### src/rtl/apb_master_pkg.sv
`default_nettype none
// ============================================================================
// Module   : apb_master_pkg
// Purpose  : Shared FSM encodings, default widths and USRT register map.
// Revision : 1.0 - initial release
// ============================================================================
package apb_master_pkg;

   localparam logic [1:0] ST_IDLE   = 2'd0;
   localparam logic [1:0] ST_SETUP  = 2'd1;
   localparam logic [1:0] ST_ACCESS = 2'd2;
   localparam logic [1:0] ST_RESP   = 2'd3;

   localparam int APB_ADDR_W = 32;
   localparam int APB_DATA_W = 8;

   localparam logic [31:0] REG_TX     = 32'h0000_0000;
   localparam logic [31:0] REG_RX     = 32'h0000_0004;
   localparam logic [31:0] REG_STATUS = 32'h0000_0008;

   function automatic logic is_bus_active(input logic [1:0] st);
      return (st == ST_SETUP) || (st == ST_ACCESS);
   endfunction

endpackage
`default_nettype wire

### src/rtl/apb_master_if.sv
`default_nettype none
// ============================================================================
// Module   : apb_master_if
// Purpose  : Command/response handshake and APB bus signals of apb_master.
// Revision : 1.0 - initial release
// ============================================================================
interface apb_master_if
   import apb_master_pkg::*;
#(
   parameter int ADDR_W = APB_ADDR_W,
   parameter int DATA_W = APB_DATA_W
) ();

   logic              i_Cmd_Valid;
   logic              o_Cmd_Ready;
   logic [ADDR_W-1:0] i_Cmd_Addr;
   logic              i_Cmd_Write;
   logic [DATA_W-1:0] i_Cmd_Wdata;
   logic              o_Rsp_Valid;
   logic [DATA_W-1:0] o_Rsp_Rdata;
   logic              o_Rsp_Err;
   logic [ADDR_W-1:0] o_Paddr;
   logic              o_Psel;
   logic              o_Penable;
   logic              o_Pwrite;
   logic [DATA_W-1:0] o_Pwdata;
   logic              i_Pready;
   logic [DATA_W-1:0] i_Prdata;

   modport master (
      input  i_Cmd_Valid, i_Cmd_Addr, i_Cmd_Write, i_Cmd_Wdata, i_Pready, i_Prdata,
      output o_Cmd_Ready, o_Rsp_Valid, o_Rsp_Rdata, o_Rsp_Err,
      output o_Paddr, o_Psel, o_Penable, o_Pwrite, o_Pwdata
   );

   // Host sequencer and APB slave side combined.
   modport slave (
      output i_Cmd_Valid, i_Cmd_Addr, i_Cmd_Write, i_Cmd_Wdata, i_Pready, i_Prdata,
      input  o_Cmd_Ready, o_Rsp_Valid, o_Rsp_Rdata, o_Rsp_Err,
      input  o_Paddr, o_Psel, o_Penable, o_Pwrite, o_Pwdata
   );

endinterface
`default_nettype wire

### src/rtl/apb_timeout.sv
`default_nettype none
// ============================================================================
// Module   : apb_timeout
// Purpose  : Wait-cycle counter; o_Expired flags the cycle the limit is hit.
// Revision : 1.0 - initial release
// ============================================================================
module apb_timeout #(
   parameter int unsigned TIMEOUT_CYCLES = 16
) (
   input  wire logic i_Pclk,
   input  wire logic i_Presetn,
   input  wire logic i_Clear,
   input  wire logic i_Enable,
   output logic      o_Expired
);

   localparam int unsigned c_CNT_W = $clog2(TIMEOUT_CYCLES + 1);

   logic [c_CNT_W-1:0] r_cnt;

   always_ff @(posedge i_Pclk or negedge i_Presetn) begin
      if (!i_Presetn) begin
         r_cnt <= '0;
      end else if (i_Clear) begin
         r_cnt <= '0;
      end else if (i_Enable) begin
         r_cnt <= r_cnt + 1'b1;
      end
   end

   // Expires on the increment that brings the count to TIMEOUT_CYCLES.
   assign o_Expired = i_Enable && (r_cnt == c_CNT_W'(TIMEOUT_CYCLES - 1));

endmodule
`default_nettype wire

### src/rtl/apb_master.sv
`default_nettype none
// ============================================================================
// Module   : apb_master
// Purpose  : Single-command APB initiator (SETUP/ACCESS) for the USRT slave.
//            Define APB_MASTER_TIMEOUT_EN to abort stalled ACCESS phases.
// Revision : 1.0 - initial release
// ============================================================================
module apb_master
   import apb_master_pkg::*;
#(
   parameter int          ADDR_W         = APB_ADDR_W,
   parameter int          DATA_W         = APB_DATA_W,
   parameter int unsigned TIMEOUT_CYCLES = 16
) (
   input  wire logic    i_Pclk,
   input  wire logic    i_Presetn,
   apb_master_if.master bus
);

   logic [1:0]        r_state;
   logic [1:0]        w_next;
   logic [ADDR_W-1:0] r_paddr;
   logic              r_pwrite;
   logic [DATA_W-1:0] r_pwdata;
   logic [DATA_W-1:0] r_rdata;
   logic              w_accept;
   logic              w_done;
   logic              w_expired;

   if (TIMEOUT_CYCLES == 0) begin : g_bad_timeout
      $error("TIMEOUT_CYCLES must be at least 1");
   end

   assign w_accept = (r_state == ST_IDLE) && bus.i_Cmd_Valid;
   assign w_done   = (r_state == ST_ACCESS) && (bus.i_Pready || w_expired);

   always_comb begin
      w_next = r_state;
      case (r_state)
         ST_IDLE:   if (bus.i_Cmd_Valid) w_next = ST_SETUP;
         ST_SETUP:  w_next = ST_ACCESS;
         ST_ACCESS: if (w_done) w_next = ST_RESP;
         ST_RESP:   w_next = ST_IDLE;
         default:   w_next = ST_IDLE;
      endcase
   end

   always_ff @(posedge i_Pclk or negedge i_Presetn) begin
      if (!i_Presetn) begin
         r_state  <= ST_IDLE;
         r_paddr  <= '0;
         r_pwrite <= 1'b0;
         r_pwdata <= '0;
         r_rdata  <= '0;
      end else begin
         r_state <= w_next;
         if (w_accept) begin
            r_paddr  <= bus.i_Cmd_Addr;
            r_pwrite <= bus.i_Cmd_Write;
            r_pwdata <= bus.i_Cmd_Wdata;
         end
         // PREADY wins over a same-cycle expiry; writes and aborts return 0.
         if (w_done) begin
            r_rdata <= (bus.i_Pready && !r_pwrite) ? bus.i_Prdata : '0;
         end
      end
   end

`ifdef APB_MASTER_TIMEOUT_EN
   logic r_err;

   apb_timeout #(
      .TIMEOUT_CYCLES (TIMEOUT_CYCLES)
   ) u_timeout (
      .i_Pclk    (i_Pclk),
      .i_Presetn (i_Presetn),
      .i_Clear   (r_state != ST_ACCESS),
      .i_Enable  ((r_state == ST_ACCESS) && !bus.i_Pready),
      .o_Expired (w_expired)
   );

   always_ff @(posedge i_Pclk or negedge i_Presetn) begin
      if (!i_Presetn) begin
         r_err <= 1'b0;
      end else if (w_done) begin
         r_err <= !bus.i_Pready;
      end
   end

   assign bus.o_Rsp_Err = r_err;
`else
   assign w_expired     = 1'b0;
   assign bus.o_Rsp_Err = 1'b0;
`endif

   assign bus.o_Cmd_Ready = (r_state == ST_IDLE);
   assign bus.o_Rsp_Valid = (r_state == ST_RESP);
   assign bus.o_Rsp_Rdata = r_rdata;
   assign bus.o_Psel      = is_bus_active(r_state);
   assign bus.o_Penable   = (r_state == ST_ACCESS);
   assign bus.o_Paddr     = r_paddr;
   assign bus.o_Pwrite    = r_pwrite;
   assign bus.o_Pwdata    = r_pwdata;

endmodule
`default_nettype wire

### src/flat_wrapper.sv
// flat-port wrapper written by rule: the top's interface ports become plain ports
module apb_master_flat import apb_master_pkg::*;
#(
   parameter int          ADDR_W         = APB_ADDR_W,
   parameter int          DATA_W         = APB_DATA_W,
   parameter int unsigned TIMEOUT_CYCLES = 16
)
  (i_Pclk, i_Presetn, bus_i_Cmd_Valid, bus_i_Cmd_Addr, bus_i_Cmd_Write, bus_i_Cmd_Wdata, bus_i_Pready, bus_i_Prdata, bus_o_Cmd_Ready, bus_o_Rsp_Valid, bus_o_Rsp_Rdata, bus_o_Rsp_Err, bus_o_Paddr, bus_o_Psel, bus_o_Penable, bus_o_Pwrite, bus_o_Pwdata);
  apb_master_if #(.ADDR_W(ADDR_W), .DATA_W(DATA_W)) bus_i ();
  input  wire logic i_Pclk;
  input  wire logic i_Presetn;
  input wire logic [$bits(bus_i.i_Cmd_Valid)-1:0] bus_i_Cmd_Valid;
  input wire logic [$bits(bus_i.i_Cmd_Addr)-1:0] bus_i_Cmd_Addr;
  input wire logic [$bits(bus_i.i_Cmd_Write)-1:0] bus_i_Cmd_Write;
  input wire logic [$bits(bus_i.i_Cmd_Wdata)-1:0] bus_i_Cmd_Wdata;
  input wire logic [$bits(bus_i.i_Pready)-1:0] bus_i_Pready;
  input wire logic [$bits(bus_i.i_Prdata)-1:0] bus_i_Prdata;
  output wire logic [$bits(bus_i.o_Cmd_Ready)-1:0] bus_o_Cmd_Ready;
  output wire logic [$bits(bus_i.o_Rsp_Valid)-1:0] bus_o_Rsp_Valid;
  output wire logic [$bits(bus_i.o_Rsp_Rdata)-1:0] bus_o_Rsp_Rdata;
  output wire logic [$bits(bus_i.o_Rsp_Err)-1:0] bus_o_Rsp_Err;
  output wire logic [$bits(bus_i.o_Paddr)-1:0] bus_o_Paddr;
  output wire logic [$bits(bus_i.o_Psel)-1:0] bus_o_Psel;
  output wire logic [$bits(bus_i.o_Penable)-1:0] bus_o_Penable;
  output wire logic [$bits(bus_i.o_Pwrite)-1:0] bus_o_Pwrite;
  output wire logic [$bits(bus_i.o_Pwdata)-1:0] bus_o_Pwdata;
  assign bus_i.i_Cmd_Valid = bus_i_Cmd_Valid;
  assign bus_i.i_Cmd_Addr = bus_i_Cmd_Addr;
  assign bus_i.i_Cmd_Write = bus_i_Cmd_Write;
  assign bus_i.i_Cmd_Wdata = bus_i_Cmd_Wdata;
  assign bus_i.i_Pready = bus_i_Pready;
  assign bus_i.i_Prdata = bus_i_Prdata;
  assign bus_o_Cmd_Ready = bus_i.o_Cmd_Ready;
  assign bus_o_Rsp_Valid = bus_i.o_Rsp_Valid;
  assign bus_o_Rsp_Rdata = bus_i.o_Rsp_Rdata;
  assign bus_o_Rsp_Err = bus_i.o_Rsp_Err;
  assign bus_o_Paddr = bus_i.o_Paddr;
  assign bus_o_Psel = bus_i.o_Psel;
  assign bus_o_Penable = bus_i.o_Penable;
  assign bus_o_Pwrite = bus_i.o_Pwrite;
  assign bus_o_Pwdata = bus_i.o_Pwdata;
  apb_master #(.ADDR_W(ADDR_W), .DATA_W(DATA_W), .TIMEOUT_CYCLES(TIMEOUT_CYCLES)) u_core (.i_Pclk(i_Pclk), .i_Presetn(i_Presetn), .bus(bus_i));
endmodule
### config.mk
export PLATFORM = sky130hd
export DESIGN_NAME = apb_master_flat
export DESIGN_NICKNAME = d
export VERILOG_FILES = /design/src/rtl/apb_master_pkg.sv /design/src/rtl/apb_master_if.sv /design/src/rtl/apb_timeout.sv /design/src/rtl/apb_master.sv /design/src/flat_wrapper.sv
export SDC_FILE = /design/constraint.sdc
export NUM_CORES = 1
export LEC_CHECK = 0
export ABC_AREA = 1
export CAP_MARGIN = 0
export CORE_MARGIN = 2
export CORE_UTILIZATION = 43
export DETAILED_ROUTE_END_ITERATION = 16
export HOLD_SLACK_MARGIN = 0.1
export PLACE_DENSITY = 0.86
export SLEW_MARGIN = 20
export SYNTH_ARGS = -nofsm -noshare
export SYNTH_HDL_FRONTEND = slang
export SYNTH_SLANG_ARGS = --single-unit
### constraint.sdc
create_clock -name i_Pclk -period 3.95 [get_ports i_Pclk]
set_clock_uncertainty 0.2 [all_clocks]
set_input_delay 0.5925 -clock i_Pclk [delete_from_list [all_inputs] [get_ports i_Pclk]]
set_output_delay 0.5925 -clock i_Pclk [all_outputs]
set_load 0.02 [all_outputs]
==> results.md, run 1 <==
- Outcome: finished, final reports clean
- Post-cts sizing count: 0
- Starting DRT DRC Count: between 90 and 100
- # Max-Cap Violations: 0
- Final hold vios: 0
- TritonCTS Sinks: 51
- Cell Pwr Density: just over 800 mW/mm^2
- Final Net Count: around 390
- # fillers: ~410
- Die area: around 0.0057 sq mm
- Wire per inst: ~13 um
- RSZ-0062 raised after global routing: false
- CP Class: flip-flop to output pin
- Share of the synthesized area in the top cell type: 58.29%
- Overflow after GRT: 0
- Skew-Pair Late Insertion Delay: approximately 0.29 ns
- Peak supply drop: approximately 0.41 mV
- Worst Tran Pin Value: 0.8156 ns
- FF-to-FF Start: u_core.r_state[0]
- Unique cell type count in the Yosys netlist: 15
- GR peak layer: met2
- Clk pin slew, worst setup/hold paths: around 0.090 ns
- Synthesis Warnings: 0
- CTS root buffer: clkbuf_8
- TritonCTS clock tree: done
- Detailed placement HPWL: roughly 3600 um
- Drt pass-1 iters: 4
- Final core utilization: between 60% and 70%
- Multi-input logic area: between 700 and 800 sq um
- Synthesized area: about 0.0022 sq mm
- CP endpoint kind: output pin
- Worst Hold Class: input port to asynchronous set/reset pin
- Reg area: 0.001276 sq mm
- Core ar.: 0.004817 sq mm
- DRC errors left: 0
- Most frequent cells in the layout: nand2_1 (104), clkdlybuf4s50_1 (103), dfrtp_1 (51)
- Die W: about 75 um
- Met1 global-route usage: between 20% and 30%
- CP required: between 3 and 4 ns
- Worst path arrival time: approximately 2 ns
- Post-route cell area: approximately 0.0033 sq mm
- Startpoint types: flip-flop
- Routing usage on met3: around 3.6%
- Synth area leaders: dfrtp_1 (58%), nand2_1 (18%), nand3_1 (9.6%)
- Setup TNS: 0 ns
- Yosys top cell by area: dfrtp_1
- I/O Buffers: roughly 110
- Tcrit/Tclk final: 72.06%
- Via/cell ratio: about 4.7
- Vias in the first global route: 1835
- Largest net degree at the start of global routing: 52
- Max-slew headroom: 45.63%
- Fmax: between 300 and 400 MHz
- WL final: around 5000 um
- Final Setup Violations: 0
- First-pass GRT wire length: around 7700 um
- Layout cells sized above 1: about 4.2%
- Cells after Synth: between 200 and 250
- Leak: approximately 0.0016 uW
- IO Pins: between 100 and 150
- Setup bufs post-CTS: 0
- Routability cong.: 0.6877
- # hold bufs at CTS: 0
- Final Critical Period: 2.846 ns
- Area after DPL: 0.003167 sq mm
- Met2 Track Usage GR: between 30% and 40%
- Part of the Yosys area used for sequential elements: about three fifths
- Syn avg cell area: 9.239 sq um
- TritonCTS buffer count: 5
- CP Launch Point: u_core.r_state[0]
- ANT nets after route: 0
- Maximum clock path buffer count: 2
- Row cnt: 25
- Layout area overhead: 49.49%
- Vias: around 1900
- Most common cell after layout, fill and taps aside: nand2_1
- Slew Viols, Final: 0
- Die Height: roughly 75 um
- Crit path max fanout: between 40 and 50
- Post-Syn Nets: between 200 and 300
- Number of antenna diodes: 0
- Synth Register Bits: 51
- Tot GR Track Use: between 10% and 20%
- Initial Utilization: between 40% and 50%
- Initial antenna violation count: 0
- CTS H-tree lvls: 2
[registers in the layout, summed over array words and instances (netlist names)]
signal	count
u_core.bus.o_Paddr	32
u_core.bus.o_Pwdata	8
u_core.bus.o_Pwrite	1
u_core.bus.o_Rsp_Rdata	8
u_core.r_state	2
[layer usage]
layer | wire, um | vias up | part of all wire [%]
li1 | - | 935 | -
met1 | 2055 | 872 | 41
met2 | 2554 | 84 | 51
met4 | 42 | 0 | 0.83
met3 | 403 | 5 | 8.0
met5 | 0 | - | 0
[synth_stat cells]
library cell    n
dfrtp_1        51
clkinv_1        1
ha_1            4
nand3_1        42
o21ai_1         2
nand2_2         1
inv_1           6
buf_4           6
conb_1          1
nand2_1       104
buf_6          10
a21oi_1         1
nand2_8         1
o21ai_0         6
nor2_1          1
[where the power goes]
group	switching (uW)	total (uW)	internal, uW
combinational	776	1410	633
sequential	139	908	769
clock	157	316	159
total	1070	2630	1560
[area by class of cell]
cell class                      instances  share of cell area (%)
Sequential cell                        51                   38.99
Multi-Input combinational cell        163                   22.36
Tap cell                               67                   2.561
Timing Repair Buffer                  106                   32.11
Clock buffer                            7                   2.943
Inverter                                7                  0.8028
Clock inverter                          1                  0.2294
[worst paths after layout]
| kind | slack, ns | endpoint | depth (start not counted) |
|---|---|---|---|
| max in group asynchronous | 3.03 | u_core.bus.o_Paddr[1] | 1 |
| max reg2reg | 2.05 | u_core.bus.o_Pwrite | 6 |
| min | 0.11 | u_core.bus.o_Paddr[9] | 1 |
| min in group i_Pclk | 0.28 | u_core.bus.o_Pwdata[6] | 2 |
| max | 1.10 | bus_o_Cmd_Ready | 4 |
| min reg2reg | 0.28 | u_core.bus.o_Pwdata[6] | 2 |
[worst max-delay path, stage by stage, from the launching register on]
cell             delay, ns
dfrtp_1               0.41
inv_1                 0.11
ha_2                  0.17
buf_4                 0.38
clkdlybuf4s50_1       0.69
[logic make-up after synthesis]
logic type	synth area share, %
AO/OA/AOI/OAI	2.057
adder cells (fa/ha/maj)	2.286
buffers and inverters	8.400
flip-flops	58.29
other	0.1713
AND/OR/NAND/NOR	28.80
[stage by stage]
| step | power, uW | hold slack (ns) | cells | setup slack (ns) |
|---|---|---|---|---|
| global route | 2817 | 0.1467 | 402 | 0.9876 |
| CTS | 2664 | 0.2794 | 402 | 1.078 |
| floorplan | 1708 | 0.09691 | 237 | 2.356 |
| detailed placement | 2340 | 0.2576 | 394 | 1.409 |
| finish | 2633 | 0.1104 | 402 | 1.104 |
| global placement | 2296 | 0.2534 | 394 | 1.437 |
Power figures use the tool's default switching activity.
==> run 2: changes to the inputs <==
CORE_UTILIZATION = 36   (was 43)
PLACE_DENSITY = 0.77   (was 0.86)
clock period = 2.5 ns   (was 3.95 ns; I/O delays follow)
==> run 2 against run 1 <==
  * Critical path depth fell by 1
  * Hold slack improved by 0.16 ns
  * Global-route usage is 2.5 points lower
  * First-iteration DRC count fell by 31%
  * Worst setup slack worse by 0.86 ns
  * Wire length decreased by 0.73%
  * Power increased by 55%
==> results.md, run 2 (same netlist as run 1, synthesis figures left out) <==
- Outcome: finished, final reports clean
- IO Pins: 107
- Overflow after GRT: 0
- Worst Hold Endpoint: u_core.bus.o_Paddr[26]
- Core ar.: ~0.006 sq mm
- Die W: 81.99 um
- Most frequent cells in the layout: nand2_1 (104), clkdlybuf4s50_1 (103), dfrtp_1 (51)
- Detailed placement HPWL: 3557 um
- Peak supply drop: around 0.52 mV
- ANT nets after route: 0
- Skew-Pair Late Insertion Delay: 0.29 ns
- I/O Buffers: 105
- Clk pin slew, worst setup/hold paths: ~0.08 ns
- Via/cell ratio: ~4.5
- Worst Hold Class: flip-flop to flip-flop
- Post-cts sizing count: 0
- Initial antenna violation count: 0
- Layout cells sized above 1: under 10%
- Hold Path Depth: 2
- Final Net Count: between 300 and 400
- Initial Utilization: 37.20%
- Vias: about 1900
- TritonCTS buffer count: 5
- # Max-Cap Violations: 0
- CTS root buffer: clkbuf_8
- Slew Viols, Final: 0
- Cell Pwr Density: about 1200 mW/mm^2
- Most common cell after layout, fill and taps aside: nand2_1
- Crit path max fanout: 3
- Tot GR Track Use: between 10% and 20%
- Final Critical Period: roughly 2.3 ns
- Final Setup Violations: 0
- Starting DRT DRC Count: 66
- TritonCTS Sinks: 51
- Layout area overhead: 49.94%
- Reg area: around 0.0013 sq mm
- # fillers: 546
- Worst Tran Pin Value: 0.6333 ns
- Worst path arrival time: around 1.7 ns
- Tcrit/Tclk final: between 90 and 100%
- Die area: roughly 0.0067 sq mm
- TritonCTS clock tree: done
- Final core utilization: 55.78%
- Routability cong.: a little over 0.7
- Multi-input logic area: between 700 and 800 sq um
- Final Hold Slack: 0.2740 ns
- CP required: between 1.5 and 2 ns
- Max FFs per register: 32
- Worst Reg2Reg Path Length in Cells: 6
- Vias in the first global route: 1729
- Fmax: between 400 and 500 MHz
- CP max stage delay: between 0.5 and 0.6 ns
- DRC errors left: 0
- Largest net degree at the start of global routing: 52
- Setup TNS: 0 ns
- FF-to-FF setup slack: just over 0.6 ns
- Final hold vios: 0
- Worst path cell trace: inv_1 > ha_2 > clkdlybuf4s50_1
- Row cnt: 28
- Worst path slowest cell: clkdlybuf4s50_1
- Die Height: a little over 80 um
- WL final: 5019 um
- Startpoint types: flip-flop
- Reg2reg end: u_core.bus.o_Pwrite
- Maximum clock path buffer count: 2
- First-pass GRT wire length: 7852 um
- Max-slew headroom: between 50% and 60%
- Final worst slack: around 0.24 ns
- Leak: about 0.0016 uW
- Pre-CTS setup slack: around 0.55 ns
- CP Class: flip-flop to output pin
- Number of antenna diodes: 0
- Pwr Total: between 4000 and 5000 uW
- CTS H-tree lvls: 2
- Drt pass-1 iters: 4
- FF-to-FF Start: u_core.r_state[0]
- CP endpoint kind: output pin
- Wire per inst: roughly 12 um
- Hold Path Origin: u_core.bus.o_Paddr[26]
- RSZ-0062 raised after global routing: false
==> run 2: changes by cell type in the layout (fill, tap and decap cells not counted), sizes merged <==
cell and change:
buf +2, dlygate4sd3 +1, clkinvlp -1, clkinv +1
==> run 2: worst max-delay path by stage <==
stage                       from               endpoint  cells after the start
4_1_cts        u_core.r_state[0]             bus_o_Psel                      3
3_5_place_dp   u_core.r_state[0]             bus_o_Psel                      3
3_3_place_gp   u_core.r_state[1]             bus_o_Psel                      3
2_1_floorplan  u_core.r_state[0]  u_core.bus.o_Paddr[0]                      7
6_report       u_core.r_state[0]             bus_o_Psel                      3
5_1_grt        u_core.r_state[1]             bus_o_Psel                      3
==> run 2: per-stage QoR <==
step	instances	area, sq um
floorplan	237	2190
global placement	404	3192
detailed placement	404	3192
CTS	413	3283
global route	413	3283
finish	413	3283
==> run 2: layout make-up <==
cell class	count	share of cell area, %
flip-flops and latches	51	38.87
repair buffers	109	32.70
multi-input cells	163	22.29
well taps	75	2.858
clock buffers	7	2.325
inverters	7	0.8003
clock inverters	1	0.1524
==> run 2: repair_timing <==
item / 4_1_cts / 5_1_grt
hold buffers: 1 / 0
setup endpoints to repair: 0 / 0
setup buffers: 0 / 0
hold endpoints to repair: 51 / 0
==> run 2: critical path, delay by kind of cell, from the launching register on <==
kind       cells  cell delay (ns)
buf+inv        2             0.68
fa+ha+maj      1             0.33
flops          1             0.38
==> run 2: layer usage <==
layer / vias to the layer above / global-route usage [%] / wire length, um
met2: 63 / 26.75 / 2439
met1: 847 / 18.53 / 2206
met3: 2 / 4.396 / 358
li1: 943 / - / -
met4: 0 / 3.500 / 15
met5: - / 0 / 0
==> run 2: power breakdown <==
| group | switching (uW) | internal (uW) | total (uW) |
|---|---|---|---|
| registers | 219 | 1210 | 1430 |
| logic | 1210 | 1000 | 2210 |
| clock network | 248 | 197 | 445 |
| total | 1670 | 2420 | 4090 |
==> run 3: changes to the inputs <==
CTS_CLUSTER_SIZE = 14   (was default)
PLACE_DENSITY = 0.75   (was 0.77)
==> run 3 against run 2 <==
  * Maximum frequency is essentially flat
  * Flip-flop and latch count did not move
  * Hold slack is essentially flat
  * Sequential power barely moved
  * Critical path type unchanged
  * Wire length shrank 1.1%
  * Worst setup slack improved by 0.0014 ns
  * Power grew 1.3%
  * Largest cell class unchanged
==> results.md, run 3 (same netlist as run 1, synthesis figures left out) <==
- Outcome: finished, final reports clean
- Clk pin slew, worst setup/hold paths: about 0.080 ns
- Worst Hold Endpoint: u_core.bus.o_Paddr[30]
- Final hold vios: 0
- DRC errors left: 0
- Hold Path Origin: u_core.bus.o_Paddr[30]
- Largest net degree at the start of global routing: 43
- TritonCTS clock tree: done
- Vias in the first global route: roughly 1700
- Cell Pwr Density: 1250 mW/mm^2
- CTS root buffer: clkbuf_8
- Initial antenna violation count: 0
- Worst Tran Pin Value: 0.6301 ns
- RSZ-0062 raised after global routing: false
- Worst Hold Class: flip-flop to flip-flop
- I/O Buffers: 105
- Tot GR Track Use: 15.05%
- Layout area overhead: 51.37%
- Setup TNS: 0 ns
- Setup bufs post-CTS: 0
- Final Net Count: about 390
- FF-to-FF setup slack: just over 0.6 ns
- Fmax: about 440 MHz
- WL final: approximately 5000 um
- Pre-CTS setup slack: 0.5495 ns
- CP Class: flip-flop to output pin
- Most common cell after layout, fill and taps aside: nand2_1
- Final Critical Period: about 2.3 ns
- # Max-Cap Violations: 0
- Starting DRT DRC Count: around 80
- Wire per inst: around 12 um
- Die W: between 80 and 90 um
- CTS H-tree lvls: 2
- Number of antenna diodes: 0
- CP endpoint kind: output pin
- TritonCTS buffer count: 5
- Crit path max fanout: 4
- ANT nets after route: 0
- Maximum clock path buffer count: 2
- Drt pass-1 iters: 4
- Worst Reg2Reg Path Length in Cells: 6
- Die Height: 81.99 um
- Most frequent cells in the layout: nand2_1 (104), clkdlybuf4s50_1 (103), dfrtp_1 (51)
- Die area: between 0.006 and 0.007 sq mm
- Core ar.: between 0.005 and 0.006 sq mm
- CP required: ~1.9 ns
- Overflow after GRT: 0
- Via/cell ratio: 4.441
- Leak: ~0.0016 uW
- Worst path arrival time: between 1.5 and 2 ns
- Vias: 1834
- Startpoint types: flip-flop
- Peak supply drop: 0.5512 mV
- Routability cong.: 0.7213
- Initial Utilization: 37.20%
- Layout cells sized above 1: 4.438%
- Inst Count DP: 404
- Final worst slack: 0.2436 ns
- IO Pins: about 110
- TritonCTS Sinks: 51
- Reg2reg end: u_core.bus.o_Pwrite
- Max FFs per register: 32
- Max-slew headroom: between 50% and 60%
- Slew Viols, Final: 0
- Tcrit/Tclk final: 90.25%
- Row cnt: 28
- Hold Path Depth: 2
- Final Setup Violations: 0
- First-pass GRT wire length: approximately 7900 um
- Non-Filler Instances: 413
- Skew-Pair Late Insertion Delay: 0.28 ns
- FF-to-FF Start: u_core.r_state[0]
- Detailed placement HPWL: 3576 um
-- run 3: cell count changes in the layout (fill, tap and decap cells not counted) --
| cell | before | now |
|---|---|---|
| clkbuf_8 | 5 | 7 |
| clkinv_2 | 1 | 0 |
| buf_4 | 3 | 2 |
| buf_12 | 0 | 1 |
| clkbuf_1 | 2 | 1 |
-- run 3: per-stage QoR --
stage	power, uW	util, %	instance area [sq um]	hold WS, ns
final	4145	56.31	3314	0.2740
after global routing	4461	56.31	3314	0.2751
after CTS	4204	56.31	3314	0.2778
after detailed placement	3689	54.44	3204	0.2300
after global placement	3642	54.44	3204	0.2322
after floorplan	2699	-	2190	-0.1206
-- run 3: layout make-up --
class / instances / area, sq um
Inverter: 7 / 26.28
Tap cell: 75 / 93.84
Sequential cell: 51 / 1276
Fill cell: 552 / 2571
Multi-Input combinational cell: 163 / 732.0
Timing Repair Buffer: 109 / 1086
Clock buffer: 8 / 100.1
-- run 3: report_power, final --
| group | total [uW] | switching, uW | internal [uW] |
|---|---|---|---|
| sequential | 1440 | 224 | 1220 |
| combinational | 2210 | 1210 | 1010 |
| clock | 491 | 239 | 253 |
| total | 4140 | 1670 | 2470 |
-- run 3: repair_timing --
item,4_1_cts,5_1_grt
endpoints found under the hold margin,26,0
resized for setup,0,0
hold buffers,1,0
-- run 3: worst max-delay path, cell delays in order, from the launching register on --
cell	delay, ns
dfrtp_1	0.40
inv_1	0.11
ha_1	0.25
clkdlybuf4s50_1	0.64
-- run 3: worst max-delay path by stage --
stage                                  from                     to
after CTS                 u_core.r_state[0]          bus_o_Penable
after detailed placement  u_core.r_state[0]          bus_o_Penable
after floorplan           u_core.r_state[0]  u_core.bus.o_Paddr[0]
final                     u_core.r_state[0]          bus_o_Penable
after global routing      u_core.r_state[0]          bus_o_Penable
after global placement    u_core.r_state[1]             bus_o_Psel
-- run 3: routing by layer --
| layer | vias up | wire length [um] | GRT usage, % |
|---|---|---|---|
| met2 | 64 | 2368 | 25.61 |
| met1 | 828 | 2287 | 19.10 |
| met3 | 0 | 310 | 4.066 |
| met5 | - | 0 | 0 |
| met4 | 0 | 0 | 3.500 |
| li1 | 942 | - | - |
